**src/rtl/cb_mem_bank_cfg_ctrl_pkg.sv**
```systemverilog
// cb_cfg_ctrl_pkg: shared state type and sizing helpers for the memory-bank config sequencer
package cb_cfg_ctrl_pkg;
   typedef enum logic [2:0] {IDLE, LOAD, SETUP, WRITE, HOLD, DONE} cfg_state_e;
   function automatic int calc_beats(input int num_bl, input int din_w);
      return (num_bl + din_w - 1) / din_w;
   endfunction
   function automatic int cnt_w(input int n);
      return $clog2(n + 1);
   endfunction
endpackage

```
**src/rtl/cb_mem_bank_cfg_ctrl_bl_word_assembler.sv**
```systemverilog
// bl_word_assembler: packs DIN_W-bit beats into one NUM_BL-bit bit-line word
module bl_word_assembler
   import cb_cfg_ctrl_pkg::*;
#(
   parameter int NUM_BL = 72,
   parameter int DIN_W  = 8
) (
   input  logic              prog_clk,
   input  logic              prog_rst_n,
   input  logic              clr,
   input  logic              wr_en,
   input  logic [DIN_W-1:0]  din,
   output logic [NUM_BL-1:0] bl,
   output logic              last_beat
);
   localparam int BEATS = calc_beats(NUM_BL, DIN_W);
   localparam int BW = cnt_w(BEATS);
   logic [BW-1:0] beat;
   assign last_beat = beat == BW'(BEATS - 1);
   // beat counter: advances per stored beat and wraps after the last one of a row
   always_ff @(posedge prog_clk or negedge prog_rst_n)
      if (!prog_rst_n) beat <= '0;
      else if (clr) beat <= '0;
      else if (wr_en) beat <= last_beat ? '0 : beat + BW'(1);
   // bit-line word: cleared for a new pass, one slice written per beat, bits past NUM_BL dropped
   always_ff @(posedge prog_clk or negedge prog_rst_n)
      if (!prog_rst_n) bl <= '0;
      else if (clr) bl <= '0;
      else if (wr_en)
         for (int j = 0; j < DIN_W; j++)
            if (int'(beat) * DIN_W + j < NUM_BL) bl[int'(beat) * DIN_W + j] <= din[j];
endmodule

```
**src/rtl/cb_mem_bank_cfg_ctrl.sv**
```systemverilog
// cb_mem_bank_cfg_ctrl: loads BL words from a byte stream and pulses WL rows to program an SRAM bank
module cb_mem_bank_cfg_ctrl
   import cb_cfg_ctrl_pkg::*;
#(
   parameter int NUM_BL   = 72,
   parameter int NUM_WL   = 1,
   parameter int DIN_W    = 8,
   parameter int WL_PULSE = 2
) (
   input  logic              prog_clk,
   input  logic              prog_rst_n,
   input  logic              start,
   input  logic              abort,
   input  logic [DIN_W-1:0]  cfg_data,
   input  logic              cfg_valid,
   output logic              cfg_ready,
   output logic [NUM_BL-1:0] bl,
   output logic [NUM_WL-1:0] wl,
   output logic              busy,
   output logic              done
);
   localparam int RW = cnt_w(NUM_WL);
   cfg_state_e state, state_nx;
   logic [RW-1:0] row;
   logic [3:0] pulse;
   logic begin_pass, accept, last_beat, last_row, pulse_end;
   assign begin_pass = state == IDLE && start && !abort;
   assign accept = cfg_valid && cfg_ready && !abort;
   assign last_row = row == RW'(NUM_WL - 1);
   assign pulse_end = pulse == 4'(WL_PULSE - 1);
   assign cfg_ready = state == LOAD;
   assign busy = state != IDLE;
   assign done = state == DONE;
   bl_word_assembler #(.NUM_BL(NUM_BL), .DIN_W(DIN_W)) u_asm (
      .prog_clk  (prog_clk),
      .prog_rst_n(prog_rst_n),
      .clr       (begin_pass),
      .wr_en     (accept),
      .din       (cfg_data),
      .bl        (bl),
      .last_beat (last_beat)
   );
   // next state: walk LOAD/SETUP/WRITE/HOLD per row; abort returns to IDLE from anywhere
   always_comb begin
      state_nx = state;
      case (state)
         IDLE:    state_nx = start ? LOAD : IDLE;
         LOAD:    state_nx = (accept && last_beat) ? SETUP : LOAD;
         SETUP:   state_nx = WRITE;
         WRITE:   state_nx = pulse_end ? HOLD : WRITE;
         HOLD:    state_nx = last_row ? DONE : LOAD;
         default: state_nx = IDLE;
      endcase
      if (abort) state_nx = IDLE;
   end
   // state, row index, pulse timer and registered one-hot word line
   always_ff @(posedge prog_clk or negedge prog_rst_n)
      if (!prog_rst_n) begin
         state <= IDLE;
         row   <= '0;
         pulse <= '0;
         wl    <= '0;
      end else begin
         state <= state_nx;
         row   <= begin_pass ? '0 : (state == HOLD && !last_row && !abort) ? row + RW'(1) : row;
         pulse <= (state == WRITE) ? pulse + 4'd1 : 4'd0;
         wl    <= (state_nx == WRITE) ? NUM_WL'(1) << row : '0;
      end
endmodule

```
**config.mk**
```make
export PLATFORM = sky130hd
export DESIGN_NAME = cb_mem_bank_cfg_ctrl
export DESIGN_NICKNAME = d
export VERILOG_FILES = /design/src/rtl/cb_mem_bank_cfg_ctrl_pkg.sv /design/src/rtl/cb_mem_bank_cfg_ctrl_bl_word_assembler.sv /design/src/rtl/cb_mem_bank_cfg_ctrl.sv
export SDC_FILE = /design/constraint.sdc
export NUM_CORES = 1
export LEC_CHECK = 0
export ABC_AREA = 1
export BUFFER_PORTS_ARGS = -buffer_cell sky130_fd_sc_hd__buf_2
export CORE_MARGIN = 2
export CORE_UTILIZATION = 58
export DETAILED_ROUTE_END_ITERATION = 8
export PLACE_DENSITY = 0.85
export SETUP_SLACK_MARGIN = 0.15
export SLEW_MARGIN = 30
export SYNTH_ARGS = -nofsm -noshare
export SYNTH_HDL_FRONTEND = slang
export SYNTH_SLANG_ARGS = --single-unit
```
**constraint.sdc**
```tcl
create_clock -name prog_clk -period 4.39 [get_ports prog_clk]
set_input_delay 0.6585 -clock prog_clk [delete_from_list [all_inputs] [get_ports prog_clk]]
set_output_delay 0.6585 -clock prog_clk [all_outputs]
set_load 0.03 [all_outputs]
```
# ---- After elaboration in Yosys (flattened, before gate mapping)
# Cells that the tools add are included.
dict set report word_totals {
  mem_count 0
  input_bits 13
  rom_bits 0
  ram_bits 0
  elab_cells 130
  out_inout_bits 76
  reg_bits 85
  latchBits 0
}
dict set report classes {
  eq_ne 8
  order_cmp 24
  n_div 0
  n_bitwise 0
  addsub 10
  n_shift 1
  n_mux 61
  n_reduce_logical 20
  multipliers 0
}
# operator n
set op_table {}
lappend op_table {{72-bit 2-to-1 mux} 24}
lappend op_table {{72-bit bitwise mux} 8}
lappend op_table {{32-bit by 1-bit >= comparator with 1-bit output, second input constant} 7}
lappend op_table {{32-bit by 8-bit < comparator with 1-bit output, second input constant} 7}
lappend op_table {{32-bit by 9-bit < comparator with 1-bit output, second input constant} 7}
lappend op_table {{1-bit demux with 7-bit select} 7}
lappend op_table {{7-bit by 3-bit adder with 8-bit output, second input constant} 4}
lappend op_table {{7-bit by 2-bit adder with 8-bit output, second input constant} 2}
lappend op_table {{4-bit 2-to-1 mux} 4}
lappend op_table {{1-bit logical AND} 15}
lappend op_table {{3-bit one-hot mux with 5 select lines} 1}
lappend op_table {{1-bit 2-to-1 mux} 12}
lappend op_table {{3-bit by 2-bit equality test with 1-bit output, second input constant} 3}
lappend op_table {{3-bit 2-to-1 mux} 3}
lappend op_table {{4-bit by 1-bit adder with 4-bit output, second input constant} 2}
lappend op_table {{7-bit by 1-bit adder with 8-bit output, second input constant} 1}
lappend op_table {{7-bit by 8-bit < comparator with 1-bit output, second input constant} 1}
lappend op_table {{7-bit by 1-bit >= comparator with 1-bit output, second input constant} 1}
lappend op_table {{7-bit < comparator, second input constant} 1}
lappend op_table {{3-bit equality test, second input constant} 2}
lappend op_table {{1-bit demux with 4-bit select} 1}
lappend op_table {{4-bit by 1-bit equality test with 1-bit output, second input constant} 1}
lappend op_table {{4-bit equality test, second input constant} 1}
lappend op_table {{2-bit nonzero test} 2}
lappend op_table {{7 further kinds} 7}

# ---- Longest topological paths before layout
dict set report depth {
  ltp_word 36
  mapped_depth 9
}

# ---- Cells and area by module
# From an unflattened synthesis, not the netlist that was laid out.
dict set report unflattened {
  cells_unflattened 457
  area_unflattened_um2 4011.3
}
# mod seq_area_each_um2 instances cells_per_inst area_per_inst_um2
set by_module_without_submodules {}
lappend by_module_without_submodules {bl_word_assembler 1901.8 1 404 3568.4}
lappend by_module_without_submodules {cb_mem_bank_cfg_ctrl 225.2 1 53 442.9}

# ---- Least setup slack after synthesis
# Ideal clock, no wire load.
dict set report synth_timing {
  kind {register to output}
  start {register state[2]}
  end {output port done}
  path_slack_ns 2.758
  required_ns 3.732
  path_stages_with_launch 3
  t_arrival_ns 0.973
  cell_sequence {dfrtp_1 -> clkinv_1 -> nor2_1}
}
dict set report synth_via {
  elab_chain_len 1
}
# item line
set synth_rtl {}
lappend synth_rtl {{from (decl)} cb_mem_bank_cfg_ctrl.sv:23} ;# cfg_state_e state, state_nx;
lappend synth_rtl {{from (signal assigned)} cb_mem_bank_cfg_ctrl.sv:64} ;# state <= state_nx;
lappend synth_rtl {{3-bit equality test} cb_mem_bank_cfg_ctrl.sv:33} ;# assign done = state == DONE;
lappend synth_rtl {{to (decl)} cb_mem_bank_cfg_ctrl.sv:20} ;# output logic done
# No other way between the ends.

# ---- Worst setup path in the final report
dict set report layout_timing {
  start {register state[0]}
  end {register u_asm.bl[71]}
}
dict set report layout_via {
  elab_chain_len 4
  word_cells_on_any_way 8
  classes_between {eq/ne (1); mux (1); reduce/logical (6)}
}
# item line
set layout_rtl {}
lappend layout_rtl {{3-bit by 1-bit equality test with 1-bit output / 3-bit logical NOT (equally long branches)} {cb_mem_bank_cfg_ctrl.sv:31, cb_mem_bank_cfg_ctrl.sv:27}}
lappend layout_rtl {{1-bit logical AND, on equally long branches (2 in series)} {cb_mem_bank_cfg_ctrl.sv:28, cb_mem_bank_cfg_ctrl.sv:27}}
lappend layout_rtl {{2-bit nonzero test (no source line) / 72-bit 2-to-1 mux (equally long branches)} n/a}
lappend layout_rtl {{to (decl)} cb_mem_bank_cfg_ctrl_bl_word_assembler.sv:13} ;# output logic [NUM_BL-1:0] bl,
# Parallel ways exist; a longest one is shown, timed or not.
# A chain may end at the register's enable or synchronous reset.

==> flow_metrics.tcl <==
set metrics [dict create \
    grt_setup_unrepaired "no" \
    antenna_cells 0 \
    cts_setup_buffers 0 \
    seq_area_sq_um 2127 \
    critPathLaunch "state[0]" \
    r2r_slack_ps 1790 \
    grt_pass1_vias 3143 \
    ys_ff_latch 85 \
    worstRegToRegCells 6 \
    synth.area.top_cells "dfrtp_1 (55%), nand2_1 (16%), nand3_1 (9.6%)" \
    io_buffers 88 \
    p_leak_uw 0.002671 \
    gp_congestion 0.8604 \
    reg2reg_to "u_asm.bl[71]" \
    finalWorstSetupSlack_ps 1794 \
    intPower_uw 1244 \
    relSlewSlack_pct 47.63 \
    drive_above_1_share_pct 24.49 \
    min_period_ps 2596 \
    synth_cell_types 26 \
    worstSkewPairLatency_ps 370 \
    dp_hpwl_mm 6.154 \
    die-width_um 85.55 \
    wl_mm 9.236 \
    wl_per_cell_um 14.99 \
    grt_max_degree 86 \
    grtUsageTotal_pct 26.19 \
    yosys_warnings 0 \
    clockBufferDepth 2 \
    cts_hold_buf 0 \
    cts_buffers 9 \
    ios 89 \
    vias 3333 \
    initial_utilization_pct 60.40 \
    drtIter0Drc 294 \
    final-hold-violation-count 0 \
    ant_nets 0 \
    fin_tns_setup_ps 0 \
    max_cap_violations 0 \
    tightest_slew_ps 783.6 \
    worstPathRequired_ps 4650 \
    slew_violations 0 \
    num-fill-cells 514 \
    powerDensity_nw_per_um2 432.5 \
    syn_nets 464 \
    vias_per_cell 5.411 \
    syn2layout_area_growth_pct 17.29 \
    syn_inst 444 \
    antenna_found_initial 0 \
    pre_cts_slack_ps 1615 \
    synth.yosys.seq_area_share_pct 55.14 \
    start_kind "flip-flop" \
    p_clk_share_pct 29.7 \
    syn_area_per_cell_sq_um 8.688 \
    status "completed" \
    utilization_pct 70.85 \
    htree_levels 3 \
    synth_top_area_share_pct 55.14 \
    worst_ir_drop_vdd_v 0.0003712 \
    finalCritPeriodShare_pct 59.13 \
    post_cts_resized 0 \
    dieArea_sq_um 7319 \
    row_count 29 \
    finalClockSkew_ps 15.74 \
    grt_pass1_wl_mm 14.99 \
    route.detailed.drc 0 \
    syn_area_sq_um 3857 \
    path_class "reg2reg" \
    combinationalPowerShare_pct 24.0 \
    min_path_type "in2async" \
    p_sw_uw 713.1 \
    switching_share_pct 36.44 \
    setup-violations-final 0 \
    seqPwrFrac_pct 46.3 \
    crit_path_max_fanout 44 \
    grt-ovfl-total 0 \
    finalNetCount 554 \
    cp.arrival_ps 2850 \
    dr.pass1.iters 5 \
    core_sq_um 6386 \
    endpoint "u_asm.bl[71]" \
    end_kind "flip-flop" \
    clock_sink_count 85 \
    fmax_mhz 385.2 \
    yosys.area.top_type "dfrtp_1" \
    tritoncts "done" \
    multi_input_area_sq_um 1529 \
    path_clk_slew_ps 100 \
    cts-root-buf "clkbuf_8" \
    fp.dieH_um 85.55 \
    reg2reg_from "state[0]" \
]
-- critical path, cell delays in order, from the launching register on --
cell and delay (ps):
dfrtp_1 470, nor2_2 210, nand4_2 630, nand2_4 670, nand2_1 290, nand2_1 130, nand2_1 60
-- sequential cells by signal, indices dropped and copies added, names as in the netlist --
register / count
u_asm.bl: 72
state: 3
pulse: 4
wl: 1
row: 1
u_asm.beat: 4
-- Yosys cell counts --
cell and count:
o21ai_0 6, o21ai_1 3, nand2_1 169, nand2_2 2, inv_2 4, buf_6 5
xnor2_1 1, ha_1 7, dfrtp_1 85, nand4_2 1, nand2_4 1, inv_1 23
nor2_2 9, nor2_4 3, a21oi_4 2, a21oi_2 5, buf_4 2, nand3_2 1
nand4_1 13, nand3_1 74, buf_2 2, clkinv_1 5, a21oi_1 3, xor2_1 1
nor2_1 16, nor3_1 1
-- placed cells by master (no fill, tap or decap), types with 2 or more instances in the layout --
cell / count
a21oi_2: 5
a21oi_4: 2
dfrtp_1: 85
buf_2: 87
clkinv_1: 5
o21ai_0: 6
clkbuf_8: 9
ha_1: 7
inv_1: 23
nor2_1: 16
nor2_2: 9
a21oi_1: 3
nand2_1: 169
nand2_2: 2
inv_6: 2
clkinvlp_4: 3
nand4_1: 13
inv_2: 4
o21ai_1: 3
nand3_1: 74
nor2_4: 3
-- routing by layer --
metal  track usage [%]  vias to the layer above  wire length, um
li1                  -                     1610                -
met4             10.10                        0              199
met2             40.77                      127             4348
met5                 0                        -                0
met3             4.331                       20              591
met1             37.40                     1576             4096
-- kinds of logic after synthesis --
family | Yosys count | share of synthesized area [%]
compound gates | 19 | 3.535
xor+xnor | 2 | 0.4542
fa+ha+maj | 7 | 2.270
buf+inv | 41 | 5.222
flops | 85 | 55.14
simple gates | 290 | 33.38
-- worst min-delay path by stage --
stage                   end  slack [ps]  cells past startpoint
5_1_grt        u_asm.bl[44]         400                      1
2_1_floorplan      pulse[0]         360                      0
3_5_place_dp   u_asm.bl[38]         450                      2
6_report       u_asm.bl[46]         300                      1
4_1_cts        u_asm.bl[47]         360                      1
3_3_place_gp   u_asm.bl[44]         450                      2
-- stage by stage --
| step | total power (uW) | cells | cell area [sq um] | hold slack [ps] |
|---|---|---|---|---|
| CTS | 1954 | 616 | 4524 | 364.2 |
| global placement | 1371 | 600 | 4315 | 451.5 |
| finish | 1957 | 616 | 4524 | 304.4 |
| global route | 2039 | 616 | 4524 | 405.0 |
| detailed placement | 1385 | 600 | 4319 | 454.2 |
| floorplan | 1239 | 444 | 3857 | 362.9 |
-- area by class of cell --
type	count	share of cell area, %
clock buffer	9	2.738
inverter	32	2.655
sequential	85	47.01
clock inverter	7	1.798
timing repair buffer	88	9.873
multi-input combinational	318	33.79
tap	77	2.129
-- power groups by stage --
stage,clock (uW),sequential [uW],combinational (uW)
global route,613,915,511
detailed placement,0,917,467
global placement,0,917,454
CTS,579,904,471
finish,582,906,470
floorplan,0,1050,187
Power figures use the tool's default switching activity.
